<file path="config.mk">
export PLATFORM = sky130hd
export DESIGN_NAME = alu_decode_cond_unit
export DESIGN_NICKNAME = d
export VERILOG_FILES = /design/src/rtl/alu_decode_cond_unit_pkg.sv /design/src/rtl/alu_decode_cond_unit_alu_core.sv /design/src/rtl/alu_decode_cond_unit.sv
export SDC_FILE = /design/constraint.sdc
export NUM_CORES = 1
export LEC_CHECK = 0
export ABC_AREA = 1
export BUFFER_PORTS_ARGS = -buffer_cell sky130_fd_sc_hd__buf_2
export CORE_ASPECT_RATIO = 1.1
export CORE_UTILIZATION = 40
export DETAILED_ROUTE_END_ITERATION = 8
export SLEW_MARGIN = 20
export SYNTH_ARGS = -nofsm -noshare
export SYNTH_HDL_FRONTEND = slang
export SYNTH_SLANG_ARGS = --single-unit
</file>
<file path="constraint.sdc">
create_clock -name clk -period 6.45 [get_ports clk]
set_input_delay 0.3225 -clock clk [delete_from_list [all_inputs] [get_ports clk]]
set_output_delay 0.3225 -clock clk [all_outputs]
set_load 0.05 [all_outputs]
</file>
<file path="src/rtl/alu_decode_cond_unit_pkg.sv">
// Shared definitions for the ID/EX control slice: ALU operation codes,
// ARM data-processing opcodes, condition codes, shifter addressing modes,
// instruction class codes and the condition evaluation helper.
package alu_decode_cond_unit_pkg;

  typedef enum logic [3:0] {
    ALU_ADD  = 4'b0000,
    ALU_ADC  = 4'b0001,
    ALU_SUB  = 4'b0010,
    ALU_SBC  = 4'b0011,
    ALU_RSB  = 4'b0100,
    ALU_RSC  = 4'b0101,
    ALU_AND  = 4'b0110,
    ALU_ORR  = 4'b0111,
    ALU_EOR  = 4'b1000,
    ALU_PASA = 4'b1001,
    ALU_PASB = 4'b1010,
    ALU_MVNB = 4'b1011,
    ALU_BIC  = 4'b1100
  } alu_op_e;

  typedef enum logic [3:0] {
    OP_AND = 4'd0,  OP_EOR = 4'd1,  OP_SUB = 4'd2,  OP_RSB = 4'd3,
    OP_ADD = 4'd4,  OP_ADC = 4'd5,  OP_SBC = 4'd6,  OP_RSC = 4'd7,
    OP_TST = 4'd8,  OP_TEQ = 4'd9,  OP_CMP = 4'd10, OP_CMN = 4'd11,
    OP_ORR = 4'd12, OP_MOV = 4'd13, OP_BIC = 4'd14, OP_MVN = 4'd15
  } arm_opcode_e;

  typedef enum logic [3:0] {
    COND_EQ = 4'd0,  COND_NE = 4'd1,  COND_CS = 4'd2,  COND_CC = 4'd3,
    COND_MI = 4'd4,  COND_PL = 4'd5,  COND_VS = 4'd6,  COND_VC = 4'd7,
    COND_HI = 4'd8,  COND_LS = 4'd9,  COND_GE = 4'd10, COND_LT = 4'd11,
    COND_GT = 4'd12, COND_LE = 4'd13, COND_AL = 4'd14, COND_NV = 4'd15
  } cond_e;

  typedef enum logic [1:0] {
    AM_ROT_IMM   = 2'b00,
    AM_REG_OFF   = 2'b01,
    AM_IMM12_OFF = 2'b10,
    AM_SHIFT_IMM = 2'b11
  } am_e;

  localparam logic [2:0] CLS_DP_SHIFT = 3'b000;
  localparam logic [2:0] CLS_DP_IMM   = 3'b001;
  localparam logic [2:0] CLS_LS_IMM   = 3'b010;
  localparam logic [2:0] CLS_LS_REG   = 3'b011;
  localparam logic [2:0] CLS_BRANCH   = 3'b101;

  function automatic logic cond_pass(input logic [3:0] cond,
                                     input logic n, input logic z,
                                     input logic c, input logic v);
    logic r_pass;
    case (cond)
      COND_EQ: r_pass = z;
      COND_NE: r_pass = ~z;
      COND_CS: r_pass = c;
      COND_CC: r_pass = ~c;
      COND_MI: r_pass = n;
      COND_PL: r_pass = ~n;
      COND_VS: r_pass = v;
      COND_VC: r_pass = ~v;
      COND_HI: r_pass = c & ~z;
      COND_LS: r_pass = ~c | z;
      COND_GE: r_pass = (n == v);
      COND_LT: r_pass = (n != v);
      COND_GT: r_pass = ~z & (n == v);
      COND_LE: r_pass = z | (n != v);
      COND_AL: r_pass = 1'b1;
      default: r_pass = 1'b0;
    endcase
    return r_pass;
  endfunction

endpackage

</file>
<file path="src/rtl/alu_decode_cond_unit_alu_core.sv">
// 32-bit ALU with N/Z/C/V generation.
// Ports: i_op (ALU operation), i_a/i_b (operands), i_cin (carry-in),
//        o_result, o_n/o_z/o_c/o_v (result flags).
module alu_core
  import alu_decode_cond_unit_pkg::*;
(
  input  logic [3:0]  i_op,
  input  logic [31:0] i_a,
  input  logic [31:0] i_b,
  input  logic        i_cin,
  output logic [31:0] o_result,
  output logic        o_n,
  output logic        o_z,
  output logic        o_c,
  output logic        o_v
);

  logic [31:0] w_opa;
  logic [31:0] w_opb;
  logic        w_cin;
  logic        w_arith;
  logic [32:0] w_sum;

  // All six arithmetic ops share one adder; subtracts feed an inverted operand.
  always_comb begin
    w_opa   = i_a;
    w_opb   = i_b;
    w_cin   = 1'b0;
    w_arith = 1'b1;
    case (i_op)
      ALU_ADD: ;
      ALU_ADC: w_cin = i_cin;
      ALU_SUB: begin w_opb = ~i_b; w_cin = 1'b1;  end
      ALU_SBC: begin w_opb = ~i_b; w_cin = i_cin; end
      ALU_RSB: begin w_opa = i_b; w_opb = ~i_a; w_cin = 1'b1;  end
      ALU_RSC: begin w_opa = i_b; w_opb = ~i_a; w_cin = i_cin; end
      default: w_arith = 1'b0;
    endcase
  end

  assign w_sum = {1'b0, w_opa} + {1'b0, w_opb} + {32'd0, w_cin};

  always_comb begin
    o_result = 32'd0;
    case (i_op)
      ALU_AND:  o_result = i_a & i_b;
      ALU_ORR:  o_result = i_a | i_b;
      ALU_EOR:  o_result = i_a ^ i_b;
      ALU_PASA: o_result = i_a;
      ALU_PASB: o_result = i_b;
      ALU_MVNB: o_result = ~i_b;
      ALU_BIC:  o_result = i_a & ~i_b;
      default:  if (w_arith) o_result = w_sum[31:0];
    endcase
  end

  assign o_n = o_result[31];
  assign o_z = (o_result == 32'd0);
  assign o_c = w_arith ? w_sum[32] : i_cin;
  assign o_v = w_arith & (w_opa[31] == w_opb[31]) & (o_result[31] != w_opa[31]);

endmodule

</file>
<file path="src/rtl/alu_decode_cond_unit.sv">
// ID/EX control slice: instruction decoder, EX-stage ALU, condition handler
// and the N/Z/C/V flag register.
// Ports: clk/reset (flag register only), instr (ID instruction) -> decoded
//        controls alu_op, id_am, id_load, id_mem_write, id_mem_size, id_mem_e,
//        store_cc, rf_e, id_b, id_bl; ex_alu_op/ex_a/ex_b/ex_store_cc (EX
//        stage) -> alu_result, alu_n/z/c/v; flag_n/z/c/v (register);
//        branch, branch_link, nop_ex (condition decisions).
module alu_decode_cond_unit
  import alu_decode_cond_unit_pkg::*;
(
  input  logic        clk,
  input  logic        reset,
  input  logic [31:0] instr,
  output logic [3:0]  alu_op,
  output logic [1:0]  id_am,
  output logic        id_load,
  output logic        id_mem_write,
  output logic        id_mem_size,
  output logic        id_mem_e,
  output logic        store_cc,
  output logic        rf_e,
  output logic        id_b,
  output logic        id_bl,
  input  logic [3:0]  ex_alu_op,
  input  logic [31:0] ex_a,
  input  logic [31:0] ex_b,
  input  logic        ex_store_cc,
  output logic [31:0] alu_result,
  output logic        alu_n,
  output logic        alu_z,
  output logic        alu_c,
  output logic        alu_v,
  output logic        flag_n,
  output logic        flag_z,
  output logic        flag_c,
  output logic        flag_v,
  output logic        branch,
  output logic        branch_link,
  output logic        nop_ex
);

  logic [3:0] r_flags;
  logic       w_cond;
  logic [2:0] w_cls;
  logic       w_test_op;
  logic       w_unused_instr;

  assign w_cls          = instr[27:25];
  assign w_unused_instr = ^instr[19:0];
  assign w_test_op      = (instr[24:21] == OP_TST) || (instr[24:21] == OP_TEQ) ||
                          (instr[24:21] == OP_CMP) || (instr[24:21] == OP_CMN);

  always_comb begin
    alu_op       = 4'd0;
    id_am        = 2'd0;
    id_load      = 1'b0;
    id_mem_write = 1'b0;
    id_mem_size  = 1'b0;
    id_mem_e     = 1'b0;
    store_cc     = 1'b0;
    rf_e         = 1'b0;
    id_b         = 1'b0;
    id_bl        = 1'b0;
    if (instr != 32'd0) begin
      case (w_cls)
        CLS_DP_SHIFT, CLS_DP_IMM: begin
          case (instr[24:21])
            OP_AND, OP_TST: alu_op = ALU_AND;
            OP_EOR, OP_TEQ: alu_op = ALU_EOR;
            OP_SUB, OP_CMP: alu_op = ALU_SUB;
            OP_ADD, OP_CMN: alu_op = ALU_ADD;
            OP_RSB:         alu_op = ALU_RSB;
            OP_ADC:         alu_op = ALU_ADC;
            OP_SBC:         alu_op = ALU_SBC;
            OP_RSC:         alu_op = ALU_RSC;
            OP_ORR:         alu_op = ALU_ORR;
            OP_MOV:         alu_op = ALU_PASB;
            OP_BIC:         alu_op = ALU_BIC;
            default:        alu_op = ALU_MVNB;
          endcase
          id_am    = (w_cls == CLS_DP_IMM) ? AM_ROT_IMM : AM_SHIFT_IMM;
          store_cc = instr[20] | w_test_op;
          rf_e     = ~w_test_op;
        end
        CLS_LS_IMM, CLS_LS_REG: begin
          alu_op       = instr[23] ? ALU_ADD : ALU_SUB;
          id_am        = (w_cls == CLS_LS_IMM) ? AM_IMM12_OFF : AM_REG_OFF;
          id_mem_e     = 1'b1;
          id_load      = instr[20];
          id_mem_write = ~instr[20];
          rf_e         = instr[20];
          id_mem_size  = instr[22];
        end
        CLS_BRANCH: begin
          id_b  = ~instr[24];
          id_bl = instr[24];
        end
        default: ;
      endcase
    end
  end

  alu_core u_alu_core (
    .i_op     (ex_alu_op),
    .i_a      (ex_a),
    .i_b      (ex_b),
    .i_cin    (flag_c),
    .o_result (alu_result),
    .o_n      (alu_n),
    .o_z      (alu_z),
    .o_c      (alu_c),
    .o_v      (alu_v)
  );

  always_ff @(posedge clk or posedge reset) begin
    if (reset)            r_flags <= 4'd0;
    else if (ex_store_cc) r_flags <= {alu_n, alu_z, alu_c, alu_v};
  end

  assign {flag_n, flag_z, flag_c, flag_v} = r_flags;

  // A flag-setting EX instruction forwards its flags to the ID condition.
  assign w_cond = ex_store_cc ? cond_pass(instr[31:28], alu_n, alu_z, alu_c, alu_v)
                              : cond_pass(instr[31:28], flag_n, flag_z, flag_c, flag_v);

  assign branch      = id_b & w_cond;
  assign branch_link = id_bl & w_cond;
  assign nop_ex      = (instr != 32'd0) & ~w_cond;

endmodule

</file>
==> flow_metrics.py, run 1 <==
metrics = {
    "setup_path": {
        "cp_common_cell": "nand3_1",
        "crit_fanout": 55,
        "worst-path-buf-inv": 4,
        "slowest_delay_ns": 0.53,
        "worstSetupPathType": "input port to primary output",
        "end_kind": "primary output",
        "worst_setup_path_start_kind": "input port",
        "cp_data_required_time_ns": 6.13,
        "cp_cell_sequence": "buf_2, inv_2, nor2_1, nand2_2, buf_4, o21ai_0, fa_1, fa_1, nand3_1, nand3_1, nand4_1, nand4_1, nand3_1, nand2_1, nor2_1, nand2_1, nor2_1, nand3_2, a21oi_1, nand3_1, a21oi_1, buf_2",
        "cp_slowest_cell": "fa_1",
        "critical-path-top-delay-family": "simple AND/OR/NAND/NOR gates",
        "worstPathArrival_ns": 4.66,
        "crit_cells": 22,
        "rr_worst_depth": 15,
    },
    "grt": {
        "first_global_vias": 8153,
        "overflow": 0,
        "antenna_found_initial": 0,
        "track_usage_pct": 29.2,
        "grt_pass1_wl_um": 41400,
        "grt_max_degree": 56,
    },
    "floorplan": {
        "die_w_um": 126,
        "initial_core_util_pct": 41.2,
        "row_count": 49,
        "die_y_um": 139,
        "die_area_um2": 17500,
        "io_pins": 160,
        "fp.coreArea_um2": 16500,
    },
    "timing": {
        "worst_clock_skew_ns": 0.00247,
        "worstMarginPinSlew_ns": 1.17,
        "min_period_over_period_pct": 77.2,
        "fin_crit_ns": 4.98,
        "drv_slew": 0,
        "fmax_mhz": 201,
        "fin_tns_setup_ns": 0,
        "grt_setup_unrepaired": "false",
        "worst_slack_ns": 1.47,
        "relSlewSlack_pct": 21.6,
        "finalHoldViolCount": 0,
        "setup_viol": 0,
    },
    "routing": {
        "wirelength_um": 26500,
        "ant_nets": 0,
        "vias": 9081,
        "via_per_inst": 5.33,
        "route.detailed.drc": 0,
        "drt_iter0_markers": 807,
        "drt_first_pass_iters": 6,
        "drt-wirelength-per-cell_um": 15.6,
    },
    "synth": {
        "syn_inst": 1367,
        "synth_area_leaders": "nand2_1 (26%), inv_1 (13%), ha_1 (12%)",
        "synth_area_per_cell_um2": 4.97,
        "synth.net_count": 1539,
        "synthArstFlopShare_pct": 100,
        "synth-simple-area-share_pct": 46.0,
        "synth_commonest_cells": "nand2_1 (466), inv_1 (239), nor2_1 (132)",
        "yosys.area.top_type_share_pct": 25.8,
        "synth_most_common_cell": "nand2_1",
        "synth_adder_area_share_pct": 12.9,
        "synth-compound-area-share_pct": 22.0,
        "yosys_warnings": 0,
        "muxShareOfSynthArea_pct": 0.147,
        "seq_area_frac_synth_pct": 1.47,
        "yosys.area.top_type": "nand2_1",
        "synth_edf_count": 0,
        "synth_xor_area_share_pct": 0.645,
        "synth_seq_cells": 4,
        "yosysUniqueCellTypes": 49,
        "synth_top_family_by_area": "simple AND/OR/NAND/NOR gates",
        "synth-main-ff-cell": "dfrtp_1",
        "syn_area_um2": 6790,
    },
    "hold_path": {
        "hp-class": "input port to flop",
        "holdPathStages": 2,
    },
    "clock_network": {
        "htree_levels": 1,
        "clock_sinks": 4,
        "cts_buffers": 3,
        "cts_resized": 0,
        "cts_tree": "done",
        "cts-root-buf": "clkbuf_16",
        "clock_latency_ns": 0.22,
        "clk_path_buf_depth": 2,
        "clk_pin_slew_ns": 0.03,
    },
    "pwr": {
        "powerDensity_nw_per_um2": 139,
        "power.leakage_uw": 0.00463,
        "ir_drop_uv": 119,
    },
    "run_status": {
        "outcome": "finished, final reports clean",
    },
    "final_layout": {
        "drive_gt1_share_pct": 12.7,
        "largest_registers": "r_flags x4",
        "layout.nets": 1673,
        "n_antenna_cell": 0,
        "top_register": "r_flags",
        "syn_to_final_growth_pct": 14.4,
        "largest_register_ffs": 4,
    },
    "placed_design": {
        "portBuffers": 159,
        "routabilityCongestion": 0.982,
        "pre_cts_ws_ns": 1.46,
        "hpwl_um": 21500,
    },
    "run": {
        "cap_viol_max_count": 0,
    },
}
==> cells by family (layout without fill, tap and decap cells) <==
| group | count (synthesis) | in the layout |
|---|---|---|
| and+or+nand+nor | 748 | 748 |
| muxes | 1 | 1 |
| buffers and inverters | 284 | 416 |
| xor gates and xnor gates | 5 | 5 |
| adders and majority gates | 69 | 69 |
| AOI/OAI and AO/OA | 256 | 256 |
| DFF | 4 | 4 |
==> power by group <==
| group | switching (µW) | internal [µW] |
|---|---|---|
| clock | 15.6 | 79.0 |
| sequential | 5.06 | 29.0 |
| combinational | 681 | 269 |
| total | 701 | 377 |
==> worst paths after layout <==
path	start	to	slack, ns
setup / recovery	ex_alu_op[2]	nop_ex	1.47
hold / removal	ex_store_cc	r_flags[3]	0.37
setup reg to reg	r_flags[1]	r_flags[2]	2.72
hold reg to reg	r_flags[1]	r_flags[1]	0.60
max in group asynchronous	reset	r_flags[3]	5.76
min in group asynchronous	reset	r_flags[1]	0.54
==> per-stage QoR <==
step / hold WS (ns) / cell area [µm²] / total power (µW) / instances / utilization, %
floorplan: 0.0886 / 6790 / 710 / 1367 / -
detailed placement: 0.207 / 7680 / 970 / 1699 / 46.6
finish: 0.367 / 7760 / 1080 / 1703 / 47.1
global route: 0.365 / 7760 / 1170 / 1703 / 47.1
CTS: 0.361 / 7760 / 1070 / 1703 / 47.1
global placement: 0.203 / 7680 / 968 / 1699 / 46.6
==> placed cells by master, fill, tap and decap left out, types with 9 or more instances in the layout <==
master      n
ha_1       67
a21oi_1    64
nand2_1   465
nor2_1    132
nand4_1    23
inv_1     239
o21bai_1   32
o21ai_1    12
o22ai_1    38
nand3_1    71
buf_2     159
nor3_1     10
nor4_1     17
nand3b_1    9
o21ai_0    82
==> layer usage <==
layer,global-route usage [%],wire [µm],vias up
met2,50.2,12200,353
met5,0,0,-
met1,37.8,11600,4004
li1,-,-,4678
met4,10.4,942,0
met3,2.47,1790,46
==> cell type report <==
cell class              instances  area, µm²
fillers                      1924       8730
well taps                     204        255
inverters                     248        932
multi-input cells            1079       5560
flip-flops and latches          4        100
repair buffers                165        843
clock buffers                   3       75.1
==> repair_timing <==
| item | 4_1_cts | 5_1_grt |
|---|---|---|
| hold endpoints to repair | 4 | 0 |
| setup buffers | 0 | 0 |
| hold buffers | 1 | 0 |
Note: power is estimated with default switching activity, not from simulation.
==> inputs of run 2 (changes only) <==
==> constraint.sdc (replaced) <==
create_clock -name clk -period 4.2 [get_ports clk]
set_input_delay 0.21 -clock clk [delete_from_list [all_inputs] [get_ports clk]]
set_output_delay 0.21 -clock clk [all_outputs]
set_load 0.05 [all_outputs]
==> flow_metrics.py, run 2 (same netlist as run 1, synthesis figures left out) <==
metrics = {
    "pwr": {
        "power.leakage_uw": 0.00525,
        "combPwrFrac_pct": 89.5,
        "seqPwrFrac_pct": 2.7,
        "ir_drop_uv": 453,
        "power.net_switching_uw": 1130,
        "switching_share_pct": 59.5,
        "p_total_uw": 1900,
        "powerDensity_nw_per_um2": 214,
        "power_frac_clock_pct": 7.8,
        "p_int_uw": 769,
    },
    "setup_path": {
        "reg2reg_to": "r_flags[2]",
        "r2r_slack_ns": 0.94,
        "crit_fanout": 8,
        "cp_data_required_time_ns": 3.99,
        "worstPathArrival_ns": 3.76,
        "r2r-start": "r_flags[1]",
        "rr_worst_depth": 20,
        "worstSetupPathType": "input port to primary output",
        "worst_setup_path_start_kind": "input port",
        "end_kind": "primary output",
    },
    "placed_design": {
        "portBuffers": 159,
        "routabilityCongestion": 0.948,
        "pre_cts_ws_ns": -0.107,
        "hpwl_um": 22400,
    },
    "floorplan": {
        "die_y_um": 139,
        "row_count": 49,
        "fp.coreArea_um2": 16500,
        "initial_core_util_pct": 41.2,
        "die_area_um2": 17500,
        "io_pins": 160,
        "die_w_um": 126,
    },
    "grt": {
        "first_global_vias": 9093,
        "grt_pass1_wl_um": 44000,
        "antenna_found_initial": 0,
        "overflow": 0,
        "grt_max_degree": 58,
        "track_usage_pct": 30.8,
    },
    "final_layout": {
        "utilization_pct": 53.8,
        "mostFrequentLayoutCells": "nand2_1 (456), inv_1 (239), buf_2 (156)",
        "syn_to_final_growth_pct": 30.7,
        "final_common_cell": "nand2_1",
        "n_antenna_cell": 0,
        "largest_register_ffs": 4,
        "drive_gt1_share_pct": 20.8,
        "largest_registers": "r_flags x4",
        "layout.nets": 1788,
        "top_register": "r_flags",
    },
    "timing": {
        "fmax_mhz": 252,
        "worst_slack_ns": 0.227,
        "worstMarginPinSlew_ns": 1.18,
        "fin_crit_ns": 3.97,
        "fin_tns_setup_ns": 0,
        "setup_viol": 0,
        "finalHoldViolCount": 0,
        "min_period_over_period_pct": 94.6,
        "grt_setup_unrepaired": "true",
        "worst_clock_skew_ns": 0.00250,
        "relSlewSlack_pct": 20.7,
        "drv_slew": 0,
    },
    "routing": {
        "drt-wirelength-per-cell_um": 15.0,
        "route.detailed.drc": 0,
        "drt_first_pass_iters": 5,
        "ant_nets": 0,
        "wirelength_um": 27300,
        "vias": 9687,
        "via_per_inst": 5.33,
        "drt_iter0_markers": 898,
    },
    "clock_network": {
        "clk_pin_slew_ns": 0.03,
        "cts_tree": "done",
        "htree_levels": 1,
        "clk_path_buf_depth": 2,
        "clock_latency_ns": 0.22,
        "clock_sinks": 4,
        "cts-root-buf": "clkbuf_16",
        "cts_buffers": 3,
        "post-cts-setup-buffer-count": 0,
    },
    "hold_path": {
        "holdPathStages": 2,
        "hp-class": "input port to flop",
        "whs_endpoint": "r_flags[3]",
        "min-delay-start": "ex_store_cc",
    },
    "run": {
        "cap_viol_max_count": 0,
    },
    "run_status": {
        "outcome": "finished, final reports clean",
    },
}
## run 2: how the worst max path moves through the flow
stage	start	to	slack, ns	depth (start not counted)
floorplan	ex_alu_op[2]	branch	0.05	23
global placement	ex_alu_op[3]	branch	-0.10	25
detailed placement	ex_alu_op[3]	branch	-0.11	25
CTS	ex_alu_op[1]	branch	0.01	26
global route	ex_alu_op[3]	branch	-0.02	25
finish	ex_alu_op[2]	branch	0.23	25
## run 2: what timing repair did
item,CTS,global route
setup endpoints to repair,3,4
resized for setup,6,27
cloned,0,2
hold endpoints to repair,4,0
pin swaps,0,4
hold buffers,1,0
## run 2: layout make-up
type                       count  area, µm²
fill                        1804       7620
multi-input combinational   1079       5700
timing repair buffer         280       1810
inverter                     248        935
tap                          204        255
sequential                     4        100
clock buffer                   3       75.1
## run 2: per-layer routing
| metal | routed length [µm] | track usage (%) | part of all wire [%] |
|---|---|---|---|
| met1 | 11900 | 40.8 | 44 |
| met2 | 12300 | 51.7 | 45 |
| met3 | 1950 | 3.09 | 7.1 |
| met4 | 1090 | 10.8 | 4.0 |
| met5 | 0 | 0 | 0 |
## run 2: critical path: stages
cell and delay [ns]:
buf_2 0.11, inv_2 0.08, nor2_4 0.06, nand2_8 0.14
o22ai_1 0.08, o21bai_1 0.18, fa_2 0.43, fa_2 0.41
nand3_1 0.10, nand3_2 0.09, nand2_1 0.09, nand3b_1 0.07
nand3_1 0.18, nand3_2 0.10, nor2_1 0.21, nand3_1 0.13
nor3_2 0.16, buf_4 0.17, nand3_2 0.11, nand2_1 0.08
nand2_1 0.06, nand3_2 0.11, nand2_2 0.10, nor2_4 0.13
buf_8 0.15
## run 2: metrics by stage
stage                     hold WS (ns)  cells  instance area [µm²]
final                            0.216   1818                 8870
after CTS                        0.214   1816                 8720
after detailed placement        0.0939   1812                 8620
after floorplan                -0.0239   1367                 6870
after global routing             0.241   1818                 8870
after global placement          0.0926   1812                 8620
## run 2: power groups by stage
stage | sequential [µW] | combinational [µW] | clock, µW
5_1_grt | 53.1 | 1870 | 152
3_3_place_gp | 52.7 | 1650 | 0
2_1_floorplan | 71.1 | 1040 | 0
6_report | 51.8 | 1700 | 147
3_5_place_dp | 52.5 | 1660 | 0
4_1_cts | 51.9 | 1670 | 148
==> inputs of run 3 (changes only) <==
--- a/config.mk
+++ b/config.mk
@@ -5,11 +5,11 @@
 export SDC_FILE = /design/constraint.sdc
 export NUM_CORES = 1
 export LEC_CHECK = 0
-export ABC_AREA = 1
 export BUFFER_PORTS_ARGS = -buffer_cell sky130_fd_sc_hd__buf_2
 export CORE_ASPECT_RATIO = 1.1
 export CORE_UTILIZATION = 40
 export DETAILED_ROUTE_END_ITERATION = 8
+export SKIP_LAST_GASP = 1
 export SLEW_MARGIN = 20
 export SYNTH_ARGS = -nofsm -noshare
 export SYNTH_HDL_FRONTEND = slang
==> flow_metrics.py, run 3 <==
metrics = {
    "routing": {
        "drt_first_pass_iters": 5,
        "via_per_inst": 5.95,
        "wirelength_um": 31400,
        "route.detailed.drc": 0,
        "drt_iter0_markers": 741,
        "drt-wirelength-per-cell_um": 18.4,
        "vias": 10181,
        "ant_nets": 0,
    },
    "setup_path": {
        "end_kind": "primary output",
        "worstPathArrival_ns": 4.92,
        "cp_data_required_time_ns": 3.99,
        "worstSetupPathType": "input port to primary output",
        "r2r_slack_ns": -0.19,
        "worst_setup_path_start_kind": "input port",
        "crit_fanout": 4,
    },
    "synth": {
        "synth_edf_count": 0,
        "synth_top_family_by_area": "compound AO/OA/AOI/OAI gates",
        "synth-main-ff-cell": "dfrtp_1",
        "synth.net_count": 1220,
        "synth_xor_area_share_pct": 3.18,
        "synth-simple-area-share_pct": 27.9,
        "synth_most_common_cell": "nand2_1",
        "synth_area_leaders": "ha_1 (13%), nand2_1 (8.6%), o21ai_0 (7.6%)",
        "muxShareOfSynthArea_pct": 3.94,
        "syn_inst": 1048,
        "yosys_warnings": 0,
        "synth_commonest_cells": "nand2_1 (152), o21ai_0 (101), inv_1 (77)",
        "yosys.area.top_type": "ha_1",
        "synth_adder_area_share_pct": 13.3,
        "synth_seq_cells": 4,
        "synth_area_per_cell_um2": 6.31,
        "synth-compound-area-share_pct": 40.5,
        "seq_area_frac_synth_pct": 1.51,
        "yosys.area.top_type_share_pct": 12.7,
        "synthArstFlopShare_pct": 100,
        "syn_area_um2": 6610,
        "yosysUniqueCellTypes": 80,
    },
    "final_layout": {
        "largest_register_ffs": 4,
        "largest_registers": "r_flags x4",
        "top_register": "r_flags",
        "layout.nets": 1684,
        "syn_to_final_growth_pct": 61.8,
        "mostFrequentLayoutCells": "buf_4 (368), buf_2 (152), nand2_1 (151)",
        "final_common_cell": "buf_4",
        "n_fill_cell": 1462,
        "drive_gt1_share_pct": 40.7,
        "n_antenna_cell": 0,
    },
    "timing": {
        "finalHoldViolCount": 0,
        "min_period_over_period_pct": 122,
        "drv_slew": 0,
        "fmax_mhz": 195,
        "worstMarginPinSlew_ns": 0.817,
        "worst_clock_skew_ns": 0.00111,
        "relSlewSlack_pct": 45.1,
        "grt_setup_unrepaired": "true",
        "worst_slack_ns": -0.928,
        "fin_tns_setup_ns": -3.69,
        "fin_crit_ns": 5.13,
        "whs_ns": 0.364,
        "setup_viol": 5,
    },
    "floorplan": {
        "die_y_um": 137,
        "io_pins": 160,
        "initial_core_util_pct": 41.5,
        "fp.coreArea_um2": 15900,
        "row_count": 48,
        "die_w_um": 125,
        "die_area_um2": 17000,
    },
    "grt": {
        "track_usage_pct": 36.0,
        "overflow": 0,
        "antenna_found_initial": 0,
        "first_global_vias": 9798,
        "grt_pass1_wl_um": 49300,
        "grt_max_degree": 39,
    },
    "hold_path": {
        "hp-class": "input port to flop",
    },
    "placed_design": {
        "portBuffers": 159,
        "routabilityCongestion": 0.994,
        "hpwl_um": 25300,
    },
    "run_status": {
        "outcome": "finished with violations",
        "failed_checks": "negative setup slack",
    },
    "pwr": {
        "ir_drop_uv": 203,
        "power.leakage_uw": 0.00519,
        "powerDensity_nw_per_um2": 223,
    },
    "clock_network": {
        "htree_levels": 1,
        "cts_tree": "done",
        "clk_path_buf_depth": 2,
        "clk_pin_slew_ns": 0.03,
        "cts_buffers": 3,
        "cts-root-buf": "clkbuf_16",
        "clock_sinks": 4,
        "clock_latency_ns": 0.22,
    },
    "run": {
        "cap_viol_max_count": 0,
    },
}
run 3: cell types whose count changed in the layout (fill, tap and decap cells not counted), sizes merged, moves of 23 or more:
cell    delta
buf      +261
inv      -169
nand2    -319
nand3     -54
nor2      -85
nor3      +26
o21bai    -27
o221ai    +41
o22ai     -23
run 3: kinds of logic after synthesis:
group                      after synthesis
AOI/OAI and AO/OA                      396
and+or+nand+nor                        371
buffers and inverters                  159
adders and majority gates               69
muxes                                   25
xor gates and xnor gates                24
DFF                                      4
run 3: through the flow:
| stage | total power, µW | utilization (%) | setup WS, ns | instance area [µm²] | cells |
|---|---|---|---|---|---|
| 2_1_floorplan | 1190 | - | -1.44 | 6830 | 1048 |
| 6_report | 2390 | 67.2 | -0.928 | 10700 | 1710 |
| 3_3_place_gp | 2090 | 64.2 | -1.24 | 10200 | 1688 |
| 3_5_place_dp | 2100 | 64.2 | -1.33 | 10200 | 1688 |
| 5_1_grt | 2550 | 67.2 | -1.06 | 10700 | 1710 |
| 4_1_cts | 2350 | 66.8 | -0.867 | 10600 | 1717 |
run 3: repair_timing:
item / CTS / global route
setup buffers: 27 / 4
pin swaps: 19 / 9
endpoints found under the hold margin: 4 / 0
endpoints found under the setup margin: 7 / 12
resized for setup: 40 / 29
hold buffers: 1 / 0
run 3: report_power, final:
group	leakage, µW	internal (µW)	switching, µW
sequential	0.0000516	44.9	9.81
combinational	0.00511	942	1250
clock	0.0000370	121	23.4
total	0.00519	1110	1280
run 3: metal layers:
| metal | global-route usage (%) | wire length [µm] | up-vias |
|---|---|---|---|
| li1 | - | - | 4911 |
| met1 | 43.5 | 12800 | 4722 |
| met2 | 62.8 | 14700 | 441 |
| met3 | 2.03 | 1880 | 107 |
| met4 | 22.2 | 2030 | 0 |
| met5 | 0 | 0 | - |
run 3: path summary, 6_finish.rpt:
check	from	endpoint	cells after the start
worst min-delay path	ex_store_cc	r_flags[3]	2
max in group asynchronous	reset	r_flags[0]	3
worst max-delay path	ex_alu_op[3]	branch	20
min in group asynchronous	reset	r_flags[3]	3
worst max register to register	r_flags[1]	r_flags[2]	16
worst min register to register	r_flags[2]	r_flags[2]	1
run 3: area by class of cell:
| cell class | count | area [µm²] | area share [%] |
|---|---|---|---|
| clock buffer | 3 | 75.1 | 0.702 |
| timing repair buffer | 539 | 3770 | 35.3 |
| tap | 200 | 250 | 2.34 |
| multi-input combinational | 885 | 6200 | 58.0 |
| sequential | 4 | 100 | 0.936 |
| inverter | 79 | 297 | 2.77 |
run 3: worst max-delay path: stages:
cell and delay, ns:
buf_6 0.09, or2b_1 0.26, nor2_4 0.12, or2_4 0.18, o221ai_4 0.11, fa_2 0.43, fa_2 0.36, xor2_1 0.15
a2bb2oi_1 0.14, o211ai_1 0.14, a2111o_1 0.34, or4_4 0.43, or4_4 0.54, and4bb_1 0.34, and4_4 0.28, a21oi_4 0.07
a2111oi_4 0.31, buf_4 0.19, a21oi_4 0.06, buf_6 0.16
